--- config.mk ---
export PLATFORM = sky130hd
export DESIGN_NAME = uart_rx
export DESIGN_NICKNAME = d
export VERILOG_FILES = /design/src/rtl/uart_pkg.sv /design/src/rtl/uart_rx_fifo.sv /design/src/rtl/uart_rx.sv
export SDC_FILE = /design/constraint.sdc
export NUM_CORES = 1
export LEC_CHECK = 0
export CAP_MARGIN = 20
export CORE_UTILIZATION = 60
export DETAILED_ROUTE_END_ITERATION = 8
export PLACE_DENSITY = 0.78
export SYNTH_ARGS = -nofsm -noshare
export SYNTH_HDL_FRONTEND = slang
export SYNTH_SLANG_ARGS = --single-unit
--- constraint.sdc ---
create_clock -name clk_i -period 4.3 [get_ports clk_i]
set_input_delay 1.29 -clock clk_i [delete_from_list [all_inputs] [get_ports clk_i]]
set_output_delay 1.29 -clock clk_i [all_outputs]
set_load 0.01 [all_outputs]
--- src/rtl/uart_pkg.sv ---
// Shared UART definitions: FSM state encodings for both directions and
// the minimum supported bit period.
package uart_pkg;

  localparam int unsigned UART_MIN_BAUD_DIV = 4;

  typedef enum logic [1:0] {
    TxIdle,
    TxStart,
    TxData,
    TxStop
  } tx_state_t;

  typedef enum logic [1:0] {
    RxIdle,
    RxStart,
    RxData,
    RxStop
  } rx_state_t;

endpackage

--- src/rtl/uart_rx_fifo.sv ---
// First-word-fall-through receive FIFO. The pointers carry an extra wrap bit
// so that full and empty can be told apart.
module uart_rx_fifo #(
  parameter int unsigned DATA_WIDTH = 8,
  parameter int unsigned FIFO_DEPTH = 16
) (
  input  logic                  clk_i,
  input  logic                  rst_ni,
  input  logic                  push_i,
  input  logic [DATA_WIDTH-1:0] wdata_i,
  input  logic                  pop_i,
  output logic [DATA_WIDTH-1:0] rdata_o,
  output logic                  empty_o,
  output logic                  full_o
);

  localparam int unsigned AddrW = $clog2(FIFO_DEPTH);
  localparam logic [AddrW:0] PtrOne = 1;

  logic [AddrW:0]          wr_ptr_q, rd_ptr_q;
  logic [DATA_WIDTH-1:0]   mem_q [FIFO_DEPTH];
  logic                    rd_en, wr_en;

  assign empty_o = (wr_ptr_q == rd_ptr_q);
  assign full_o  = (wr_ptr_q[AddrW] != rd_ptr_q[AddrW]) &&
                   (wr_ptr_q[AddrW-1:0] == rd_ptr_q[AddrW-1:0]);

  assign rd_en   = pop_i && !empty_o;
  // A pop in the same cycle frees the slot being written, so full does not block.
  assign wr_en   = push_i && (!full_o || rd_en);
  assign rdata_o = mem_q[rd_ptr_q[AddrW-1:0]];

  always_ff @(posedge clk_i or negedge rst_ni) begin
    if (!rst_ni) begin
      wr_ptr_q <= '0;
      rd_ptr_q <= '0;
    end else begin
      if (wr_en) wr_ptr_q <= wr_ptr_q + PtrOne;
      if (rd_en) rd_ptr_q <= rd_ptr_q + PtrOne;
    end
  end

  always_ff @(posedge clk_i or negedge rst_ni) begin
    if (!rst_ni) begin
      for (int i = 0; i < int'(FIFO_DEPTH); i++) mem_q[i] <= '0;
    end else if (wr_en) begin
      mem_q[wr_ptr_q[AddrW-1:0]] <= wdata_i;
    end
  end

endmodule

--- src/rtl/uart_rx.sv ---
// UART receiver: 8N1 deserialiser sampling a synchronised line at mid-bit,
// feeding good bytes into a FWFT FIFO and pulsing framing/overrun faults.
module uart_rx
  import uart_pkg::*;
#(
  parameter int unsigned DATA_WIDTH = 8,
  parameter int unsigned FIFO_DEPTH = 16
) (
  input  logic                  clk_i,
  input  logic                  rst_ni,
  input  logic [15:0]           baud_div_i,
  input  logic                  rx_en_i,
  input  logic                  rx_bit_i,
  input  logic                  rx_ren_i,
  output logic [DATA_WIDTH-1:0] dout_o,
  output logic                  empty_o,
  output logic                  full_o,
  output logic                  frame_err_o,
  output logic                  overrun_o
);

  localparam int unsigned BitCntW = (DATA_WIDTH > 1) ? $clog2(DATA_WIDTH) : 1;
  localparam logic [BitCntW-1:0] LastBit = BitCntW'(DATA_WIDTH - 1);

  logic                  sync1_q, rx_s;
  rx_state_t             state_q, state_d;
  logic [15:0]           baud_cnt_q, baud_cnt_d;
  logic [BitCntW-1:0]    bit_cnt_q, bit_cnt_d;
  logic [DATA_WIDTH-1:0] shift_q, shift_d;
  logic                  frame_err_q, frame_err_d;
  logic                  overrun_q, overrun_d;
  logic                  cnt_clr, push, mid_hit, end_hit;

  // Two-flop synchroniser; idles high so reset looks like an idle line.
  always_ff @(posedge clk_i or negedge rst_ni) begin
    if (!rst_ni) begin
      sync1_q <= 1'b1;
      rx_s    <= 1'b1;
    end else begin
      sync1_q <= rx_bit_i;
      rx_s    <= sync1_q;
    end
  end

  assign mid_hit = (baud_cnt_q == (baud_div_i >> 1));
  assign end_hit = (baud_cnt_q == (baud_div_i - 16'd1));

  always_comb begin
    state_d     = state_q;
    bit_cnt_d   = bit_cnt_q;
    shift_d     = shift_q;
    frame_err_d = 1'b0;
    overrun_d   = 1'b0;
    push        = 1'b0;
    cnt_clr     = 1'b0;
    unique case (state_q)
      RxIdle: begin
        if (rx_en_i && !rx_s) state_d = RxStart;
      end
      RxStart: begin
        if (mid_hit) begin
          if (!rx_s) begin
            state_d   = RxData;
            bit_cnt_d = '0;
          end else begin
            state_d = RxIdle;
          end
        end
      end
      RxData: begin
        if (end_hit) begin
          shift_d = {rx_s, shift_q[DATA_WIDTH-1:1]};
          if (bit_cnt_q == LastBit) begin
            state_d = RxStop;
          end else begin
            bit_cnt_d = bit_cnt_q + 1'b1;
            cnt_clr   = 1'b1;
          end
        end
      end
      RxStop: begin
        if (end_hit) begin
          state_d = RxIdle;
          if (!rx_s) begin
            frame_err_d = 1'b1;
          end else if (full_o && !rx_ren_i) begin
            overrun_d = 1'b1;
          end else begin
            // Full with a concurrent pop still accepts the byte.
            push = 1'b1;
          end
        end
      end
      default: state_d = RxIdle;
    endcase
    baud_cnt_d = (cnt_clr || (state_d != state_q)) ? '0 : baud_cnt_q + 16'd1;
  end

  always_ff @(posedge clk_i or negedge rst_ni) begin
    if (!rst_ni) begin
      state_q     <= RxIdle;
      baud_cnt_q  <= '0;
      bit_cnt_q   <= '0;
      shift_q     <= '0;
      frame_err_q <= 1'b0;
      overrun_q   <= 1'b0;
    end else begin
      state_q     <= state_d;
      baud_cnt_q  <= baud_cnt_d;
      bit_cnt_q   <= bit_cnt_d;
      shift_q     <= shift_d;
      frame_err_q <= frame_err_d;
      overrun_q   <= overrun_d;
    end
  end

  assign frame_err_o = frame_err_q;
  assign overrun_o   = overrun_q;

  uart_rx_fifo #(
    .DATA_WIDTH(DATA_WIDTH),
    .FIFO_DEPTH(FIFO_DEPTH)
  ) u_fifo (
    .clk_i  (clk_i),
    .rst_ni (rst_ni),
    .push_i (push),
    .wdata_i(shift_q),
    .pop_i  (rx_ren_i),
    .rdata_o(dout_o),
    .empty_o(empty_o),
    .full_o (full_o)
  );

  baud_div_min_a : assert property (@(posedge clk_i) disable iff (!rst_ni)
    (state_q != RxIdle) |-> (baud_div_i >= 16'(UART_MIN_BAUD_DIV)));

endmodule
== After elaboration in Yosys (flattened, before gate mapping) ==
Cells that the tools add are included.

* Add/subtract/negate cells: 5
* $lt $le $gt $ge: 3
* Eq/ne operators: 14
* Muxes and demuxes: 33
* Bitwise operators: 2
* Reduce and logical (&&, ||, !) cells: 16

{| class="wikitable"
|+ Operators by type and width
! operator !! count
|-
| $bwmux 128 || 1
|-
| $bmux 8 s4 || 1
|-
| $demux 8 s4 || 1
|-
| $mux 8 || 3
|-
| $add 16x1->16 const B || 1
|-
| $eq 16x15->1 || 1
|-
| $eq 16x16->1 || 1
|-
| $mux 16 || 1
|-
| $sub 16x1->16 const B || 1
|-
| $mux 1 || 14
|-
| $mux 2 || 6
|-
| $mux 3 || 4
|-
| $add 5x1->5 const B || 2
|-
| $ge 5x5->1 const B || 2
|-
| $not 4->5 || 2
|-
| $ne 2x2->1 const B || 4
|-
| $pmux 2 s4 || 1
|-
| $logic_and 1x1->1 || 6
|-
| $pmux 3 s2 || 1
|-
| $eq 5x5->1 || 1
|-
| $lt 5x1->1 const B || 1
|-
| $reduce_and 5->1 || 1
|-
| $eq 2x2->1 const B || 2
|-
| $eq 4x4->1 || 1
|-
| other kinds (10) || 14
|}

* Register bits: 171
* Input bits: 21
* Output and inout bits: 12

== Depth between registers and ports, before layout ==
Gate-level depths: netlist (run 1).

* Depth after elaboration: 8
* Mapped depth: 11

== By module ==
From an unflattened synthesis (run 1), not the netlist that was laid out.

* Cells, all modules: 681
* Area total of the unflattened synthesis: 8767.2 um^2

{| class="wikitable"
|+ By module, submodules not included
! module !! times used !! cells each !! area each (um^2) !! sequential area each (um^2)
|-
| uart_rx_fifo || 1 || 430 || 6488.7 || 3453.3
|-
| uart_rx || 1 || 251 || 2278.4 || 828.3
|}

== Least setup slack after synthesis (run 1) ==
Ideal clock, no wire load.

* Kind: input-to-reg
* Start point: input baud_div_i[0]
* End point: register u_fifo.mem_q[48] in the netlist's numbering
* Setup time: 125 ps
* Data arrival time: 4229 ps
* Slack: -54 ps
* Stages: 10
* Path buffers: 2
* Path through: inv_1 -> ha_1 -> or3b_2 -> clkbuf_1 -> nor2_1 -> a2111oi_0 -> o211ai_1 -> buf_2 -> nor4_4 -> mux2_4

* Word-level cells in the longest chain between the ends: 5

{| class="wikitable"
|+ Ends and longest elaborated chain
! what !! line !! source
|-
| from (decl) || uart_rx.sv:11 || <nowiki>input logic [15:0] baud_div_i,</nowiki>
|-
| $sub 16x1->16 || uart_rx.sv:46 || <nowiki>assign end_hit = (baud_cnt_q == (baud_div_i - 16'd1));</nowiki>
|-
| $eq 16x16->1 || uart_rx.sv:46 ||
|-
| $mux 1 || uart_rx.sv:82 || <nowiki>if (end_hit) begin</nowiki>
|-
| $mux 1 || uart_rx.sv:56 || <nowiki>unique case (state_q)</nowiki>
|-
| $logic_and 1x1->1 || uart_rx_fifo.sv:30 || <nowiki>assign wr_en = push_i && (!full_o || rd_en);</nowiki>
|-
| to (signal, indexed assignment) || uart_rx_fifo.sv:47 || <nowiki>mem_q[wr_ptr_q[AddrW-1:0]] <= wdata_i;</nowiki>
|-
| to (decl) || uart_rx_fifo.sv:21 || <nowiki>logic [DATA_WIDTH-1:0] mem_q [FIFO_DEPTH];</nowiki>
|}

No other way between the ends.
A chain may end at the register's enable or synchronous reset.

== Final worst setup path (run 1) ==
* Start point: input baud_div_i[0]
* End point: register u_fifo.mem_q[80] in the netlist's numbering

The elaborated chain is that of the path after synthesis.

==> flow_summary.json, run 1 <==
{
  "synthCells": 662,
  "path_delay_family": "simple AND/OR/NAND/NOR gates",
  "grt_max_degree": 105,
  "cts_hold_buffers": 0,
  "setup_violations": 0,
  "drive_gt1_frac": 0.4059,
  "wl_per_cell_um": 22.73,
  "cp_max_fo": 12,
  "fin_worst_skew_ns": 0.009913,
  "cts_buffer_depth": 2,
  "placed_cells": 898,
  "fin_cells": 928,
  "ys_seq_area_frac": 0.4710,
  "routed_wl_mm": 21.09,
  "drc": 0,
  "r2r-start": "baud_cnt_q[10]$_DFF_PN0_",
  "drt-pass1-iter-count": 7,
  "htreeDepth": 4,
  "ys.flop_type": "dfrtp_1",
  "hp-class": "reg -> reg",
  "fin_area_um2": 10630,
  "io_buffers": 32,
  "p_leak_nw": 4.979,
  "critical_path.startpoint": "baud_div_i[0]",
  "dp_slack_ns": -0.3922,
  "start_util": 0.6207,
  "yosys-top-cells-area": "dfrtp_1 47%, mux2_2 16%, mux4_2 9.9%",
  "grt_pass1_vias": 6241,
  "clock.fmax_mhz": 237.9,
  "ff_latch_area_um2": 4283,
  "critPathCaptureType": "flip-flop",
  "fp.dieArea_um2": 15650,
  "hold_slack_ns": 0.3574,
  "area_delta_synth_final_pct": 16.96,
  "synth_warnings": 0,
  "syn_avg_cell_area_um2": 13.73,
  "chipHeight_um": 125.1,
  "outcome": "finished clean",
  "clkTransAtPathRegs_ns": 0.06,
  "busiest_layer": "met2",
  "diodes": 0,
  "setup_ws_ns": 0.09722,
  "use_met3": 0.05477,
  "clk_latency_ns": 0.42,
  "required_ns": 4.61,
  "worst_ep_arrival_time_ns": 4.51,
  "dp_hpwl_mm": 14.42,
  "synth_top_area_frac": 0.4652,
  "cts_inserted_buffers": 17,
  "fill_cells": 934,
  "setup_tns_ns": 0,
  "met2_usage": 0.4703,
  "synth_area_um2": 9090,
  "antenna_found_initial": 0,
  "die_w_um": 125.1,
  "row_count": 44,
  "ir_drop_v": 0.0002936,
  "path_buf_inv": 4,
  "critPathSlowestCell": "or4_1",
  "synth_nets": 692,
  "synthArstFlopShare": 1.000,
  "grtUsageMet1": 0.3960,
  "num_vias": 5888,
  "slew_headroom": 0.5100,
  "post_dp_cell_area_um2": 10100,
  "criticalPathCategory": "in -> reg",
  "period_minus_slack_ns": 4.203,
  "drt_iter0_drc": 371,
  "grt_first_pass_wirelength_mm": 34.45,
  "cts_tree": "built",
  "path_cells": "clkdlybuf4s50_1 -> buf_4 -> or4_1 -> or4_1 -> a21o_1 -> o2bb2ai_4 -> buf_12 -> nor4_4 -> buf_4 -> mux2_2",
  "rsz0062_at_grt": "no",
  "period_share": 0.9774,
  "cts_root_buf": "clkbuf_16",
  "cpPeakStageDelay_ns": 0.55,
  "synth_edf_count": 0,
  "timing_hold_violations_final": 0,
  "min-delay-start": "sync1_q$_DFF_PN1_",
  "worst_pin_slew_ns": 0.7349,
  "synth.distinct_cells": 63,
  "grt.total_usage": 0.2903,
  "maxSlewViolCount": 0,
  "maxCapViolCount": 0,
  "multi_input_area_um2": 4561,
  "place.gp.congestion": 0.9101,
  "clkSinkCount": 171,
  "synth_area_leader_cell": "dfrtp_1",
  "nNetsFinal": 763,
  "viasPerCell": 6.345,
  "io_pins": 33,
  "coreArea_um2": 14640,
  "cp-start-kind": "input pin",
  "power_density_nw_per_um2": 401.5,
  "overflow": 0,
  "ys_seq_elements": 171,
  "antenna_left": 0
}
[worst paths after layout]
check                      cells past startpoint                            to  slack (ns)
min in group asynchronous                      1           overrun_o$_DFF_PN0_        0.87
min                                            0                rx_s$_DFF_PN1_        0.36
max                                           10  u_fifo.mem_q[80]$_DFFE_PN0P_         0.1
min reg2reg                                    0                rx_s$_DFF_PN1_        0.36
max reg2reg                                    9  u_fifo.mem_q[80]$_DFFE_PN0P_        1.27
max in group asynchronous                      2  u_fifo.mem_q[31]$_DFFE_PN0P_        2.48
[where the power goes]
part / internal [mW] / leakage (nW) / total, mW / switching [mW]
combinational: 0.456 / 2.40 / 0.998 / 0.542
clock: 0.756 / 0.258 / 1.40 / 0.646
sequential: 1.69 / 2.32 / 1.87 / 0.179
[layout by cell type (no fill, tap or decap), types with 3 or more instances in the layout]
| master | instances |
|---|---|
| or3_1 | 4 |
| mux2_2 | 128 |
| buf_4 | 58 |
| clkdlybuf4s50_1 | 31 |
| clkbuf_16 | 17 |
| nor4_4 | 16 |
| mux2i_1 | 4 |
| inv_6 | 4 |
| inv_1 | 14 |
| dfrtp_1 | 168 |
| nor3b_1 | 4 |
| nor4_1 | 13 |
| mux4_2 | 40 |
| clkinv_2 | 3 |
| nor2_1 | 11 |
| nand3_1 | 17 |
| or4_1 | 6 |
| mux2_4 | 8 |
| xnor2_1 | 24 |
| nand4_1 | 13 |
| and3_1 | 9 |
| nand2_1 | 15 |
| a21oi_1 | 20 |
| buf_12 | 11 |
| nor3_1 | 9 |
| ha_1 | 9 |
| xor2_1 | 36 |
[logic make-up (layout without fill, tap and decap cells)]
kind of cell | Yosys count | count (layout) | share of synthesized area
AOI/OAI and AO/OA | 44 | 44 | 0.03731
xor gates and xnor gates | 61 | 61 | 0.06029
adders and majority gates | 9 | 9 | 0.01239
buffers and inverters | 63 | 145 | 0.02877
DFF | 171 | 171 | 0.4710
muxes | 182 | 182 | 0.2778
and+or+nand+nor | 132 | 132 | 0.1125
[cell type report]
class | count | area share
well taps | 184 | 0.02165
clock inverters | 11 | 0.008003
flip-flops and latches | 171 | 0.4029
inverters | 14 | 0.004943
clock buffers | 19 | 0.04166
multi-input cells | 428 | 0.4290
repair buffers | 101 | 0.09192
[metrics by stage]
stage,power (mW),util
CTS,4.298,0.7259
floorplan,2.572,-
finish,4.268,0.7260
detailed placement,2.895,0.6899
global placement,2.866,0.6899
global route,4.463,0.7260
[cells in the mapped netlist, types with 4 or more instances]
cell type,instances
mux2_4,8
clkbuf_1,25
nand3_1,17
or3_1,4
mux4_2,40
a21oi_1,20
nand2_1,15
nor3b_1,4
xnor2_1,24
buf_2,8
ha_1,9
and3_1,9
nand4_1,13
mux2_2,128
inv_1,14
mux2i_1,4
nor2_1,11
dfrtp_1,169
buf_1,13
or4_1,6
xor2_1,36
nor4_1,13
nor4_4,16
nor3_1,9
[state kept, by name, indices dropped and copies added (netlist names)]
name,count
frame_err_o,1
u_fifo.wr_ptr_q,5
rx_s,1
baud_cnt_q,16
overrun_o,1
state_q,2
shift_q,8
sync1_q,1
u_fifo.rd_ptr_q,5
u_fifo.mem_q,128
bit_cnt_q,3
[layer usage]
metal / share of wire / vias up
li1: - / 2615
met1: 0.44 / 3090
met2: 0.49 / 147
met3: 0.040 / 36
met4: 0.026 / 0
met5: 0 / -
[timing repair]
item | CTS | global route
buffers inserted | 0 | 0
gates resized for setup | 0 | 1
endpoints found under the setup margin | 0 | 43
No activity file was read; power rests on OpenSTA's default activity.
==> inputs of run 2 (changes only) <==
Settings changed: GPL_TIMING_DRIVEN from default to 0, MAX_ROUTING_LAYER from default to met4.
==> run 2 against run 1 <==
Clock power increased by 10%. Global-route usage grew 1.4 points. Via count grew 0.70%. Count of clock-buffer cells in the layout down 1.
==> flow_summary.json, run 2 (same netlist as run 1, synthesis figures left out) <==
{
  "path_delay_family": "buffers and inverters",
  "fill_cells": 901,
  "dp_hpwl_mm": 14.24,
  "io_buffers": 25,
  "clkTransAtPathRegs_ns": 0.07,
  "path_buf_inv": 4,
  "rsz0062_at_grt": "no",
  "cts_inserted_buffers": 17,
  "maxCapViolCount": 0,
  "fin_worst_skew_ns": 0.01067,
  "diodes": 0,
  "viasPerCell": 6.389,
  "power_density_nw_per_um2": 417.0,
  "power.total_mw": 4.449,
  "period_share": 0.9775,
  "cts_hold_buffers": 0,
  "die_w_um": 125.1,
  "ir_drop_v": 0.0003451,
  "regMostFlops": "u_fifo.mem_q",
  "worst_pin_slew_ns": 0.8578,
  "required_ns": 4.61,
  "io_pins": 33,
  "final_cell_mix": "168 x dfrtp_1, 128 x mux2_2, 40 x mux4_2",
  "path_cells": "clkdlybuf4s50_1 -> or4_1 -> buf_2 -> o31a_1 -> a2111oi_4 -> o311ai_4 -> buf_8 -> nor4_4 -> buf_4 -> mux2_2",
  "critPathSlowestCell": "or4_1",
  "cp_max_fo": 10,
  "grt.total_usage": 0.3043,
  "cpPeakStageDelay_ns": 0.54,
  "grt_first_pass_wirelength_mm": 34.82,
  "critPathCaptureType": "flip-flop",
  "drt_iter0_drc": 477,
  "num_vias": 5929,
  "timing_hold_violations_final": 0,
  "cts_tree": "built",
  "setup_tns_ns": 0,
  "layout_commonest_cell": "dfrtp_1",
  "clock.fmax_mhz": 237.9,
  "fp.dieArea_um2": 15650,
  "period_minus_slack_ns": 4.203,
  "p_leak_nw": 4.916,
  "reg_top3": "u_fifo.mem_q: 128 flops, baud_cnt_q: 16 flops, shift_q: 8 flops",
  "clk_latency_ns": 0.43,
  "routed_wl_mm": 21.27,
  "antenna_found_initial": 0,
  "drc": 0,
  "row_count": 44,
  "drive_gt1_frac": 0.3858,
  "antenna_left": 0,
  "overflow": 0,
  "cts_root_buf": "clkbuf_16",
  "htreeDepth": 4,
  "hp-class": "reg -> reg",
  "grt_pass1_vias": 6401,
  "start_util": 0.6207,
  "chipHeight_um": 125.1,
  "drt-pass1-iter-count": 7,
  "place.gp.congestion": 0.8688,
  "worst_ep_arrival_time_ns": 4.51,
  "criticalPathCategory": "in -> reg",
  "slew_headroom": 0.4281,
  "cp-start-kind": "input pin",
  "cts_buffer_depth": 2,
  "grt_max_degree": 137,
  "coreArea_um2": 14640,
  "nNetsFinal": 762,
  "clkSinkCount": 171,
  "maxSlewViolCount": 0,
  "outcome": "finished clean",
  "wl_per_cell_um": 22.92,
  "setup_violations": 0,
  "largest_register_ffs": 128,
  "area_delta_synth_final_pct": 17.36
}
-- run 2: cell types whose count changed in the layout (fill, tap and decap cells not counted), moves of 2 or more --
cell / previous run / this run
clkdlybuf4s50_1: 31 / 22
clkbuf_2: 0 / 4
buf_12: 11 / 14
buf_6: 1 / 5
buf_2: 0 / 6
bufinv_16: 0 / 2
dlymetal6s2s_1: 0 / 2
clkbuf_1: 1 / 19
buf_8: 0 / 2
buf_4: 58 / 15
buf_1: 0 / 10
-- run 2: cell type report --
cell class	instances	area, um^2	share of cell area
Buffer	47	249.0	0.02334
Clock buffer	18	429.2	0.04023
Clock inverter	13	160.2	0.01501
Inverter	14	52.55	0.004926
Multi-Input combinational cell	428	4598	0.4310
Sequential cell	171	4283	0.4015
Tap cell	184	230.2	0.02158
Timing Repair Buffer	53	665.6	0.06240
-- run 2: what timing repair did --
| action | in CTS | in global routing |
|---|---|---|
| buffers inserted | 26 | 1 |
| setup endpoints to repair | 172 | 152 |
| pin swaps | 21 | 2 |
| endpoints found under the hold margin | 0 | 0 |
| resized for setup | 36 | 6 |
-- run 2: per-layer routing --
metal / global-route usage / part of all wire / wire [um] / vias to the layer above
met3: 0.06033 / 0.043 / 920 / 40
li1: - / - / - / 2605
met4: 0.1098 / 0.025 / 533 / 0
met5: - / 0 / 0 / -
met2: 0.5031 / 0.51 / 10860 / 148
met1: 0.3743 / 0.42 / 8963 / 3136
-- run 2: where the power goes --
group | switching, mW | internal [mW]
Sequential | 0.0764 | 1.69
Combinational | 0.682 | 0.460
Clock | 0.669 | 0.871
Total | 1.43 | 3.02
-- run 2: worst register-to-register path: cells and delay by family (launching register included) --
kind	cells	cell delay (ns)
mux	1	0.35
xor+xnor	1	0.28
compound gates	1	0.70
simple gates	3	0.66
buf+inv	3	1.03
flops	1	0.33
-- run 2: final timing paths --
check                                               start                              to  slack (ns)  cells after the start
min reg2reg                             sync1_q$_DFF_PN1_                  rx_s$_DFF_PN1_        0.36                      0
max in group asynchronous                          rst_ni  u_fifo.rd_ptr_q[1]$_DFFE_PN0P_        2.61                      2
max                                         baud_div_i[5]    u_fifo.mem_q[90]$_DFFE_PN0P_         0.1                     10
max reg2reg                u_fifo.wr_ptr_q[2]$_DFFE_PN0P_    u_fifo.mem_q[90]$_DFFE_PN0P_        0.85                      9
min                                     sync1_q$_DFF_PN1_                  rx_s$_DFF_PN1_        0.36                      0
min in group asynchronous                          rst_ni            state_q[0]$_DFF_PN0_        0.73                      1
-- run 2: per-stage QoR --
stage / utilization / std cells / worst slack, ns / hold slack (ns) / instance area, um^2
2_1_floorplan: - / 662 / 0.004162 / 0.3452 / 9090
3_3_place_gp: 0.6535 / 871 / -4.580 / 0.3511 / 9570
3_5_place_dp: 0.6558 / 872 / -1.801 / 0.3501 / 9603
4_1_cts: 0.7267 / 927 / 0.02550 / 0.3566 / 10640
5_1_grt: 0.7285 / 928 / 0.01261 / 0.3638 / 10670
6_report: 0.7285 / 928 / 0.09661 / 0.3558 / 10670
==> inputs of run 3 (changes only) <==
Settings changed: HOLD_SLACK_MARGIN from default to 0.15, SKIP_LAST_GASP from default to 1.
==> results of run 3 <==
The final DEF is identical to that of run 2; final timing and power are the same.
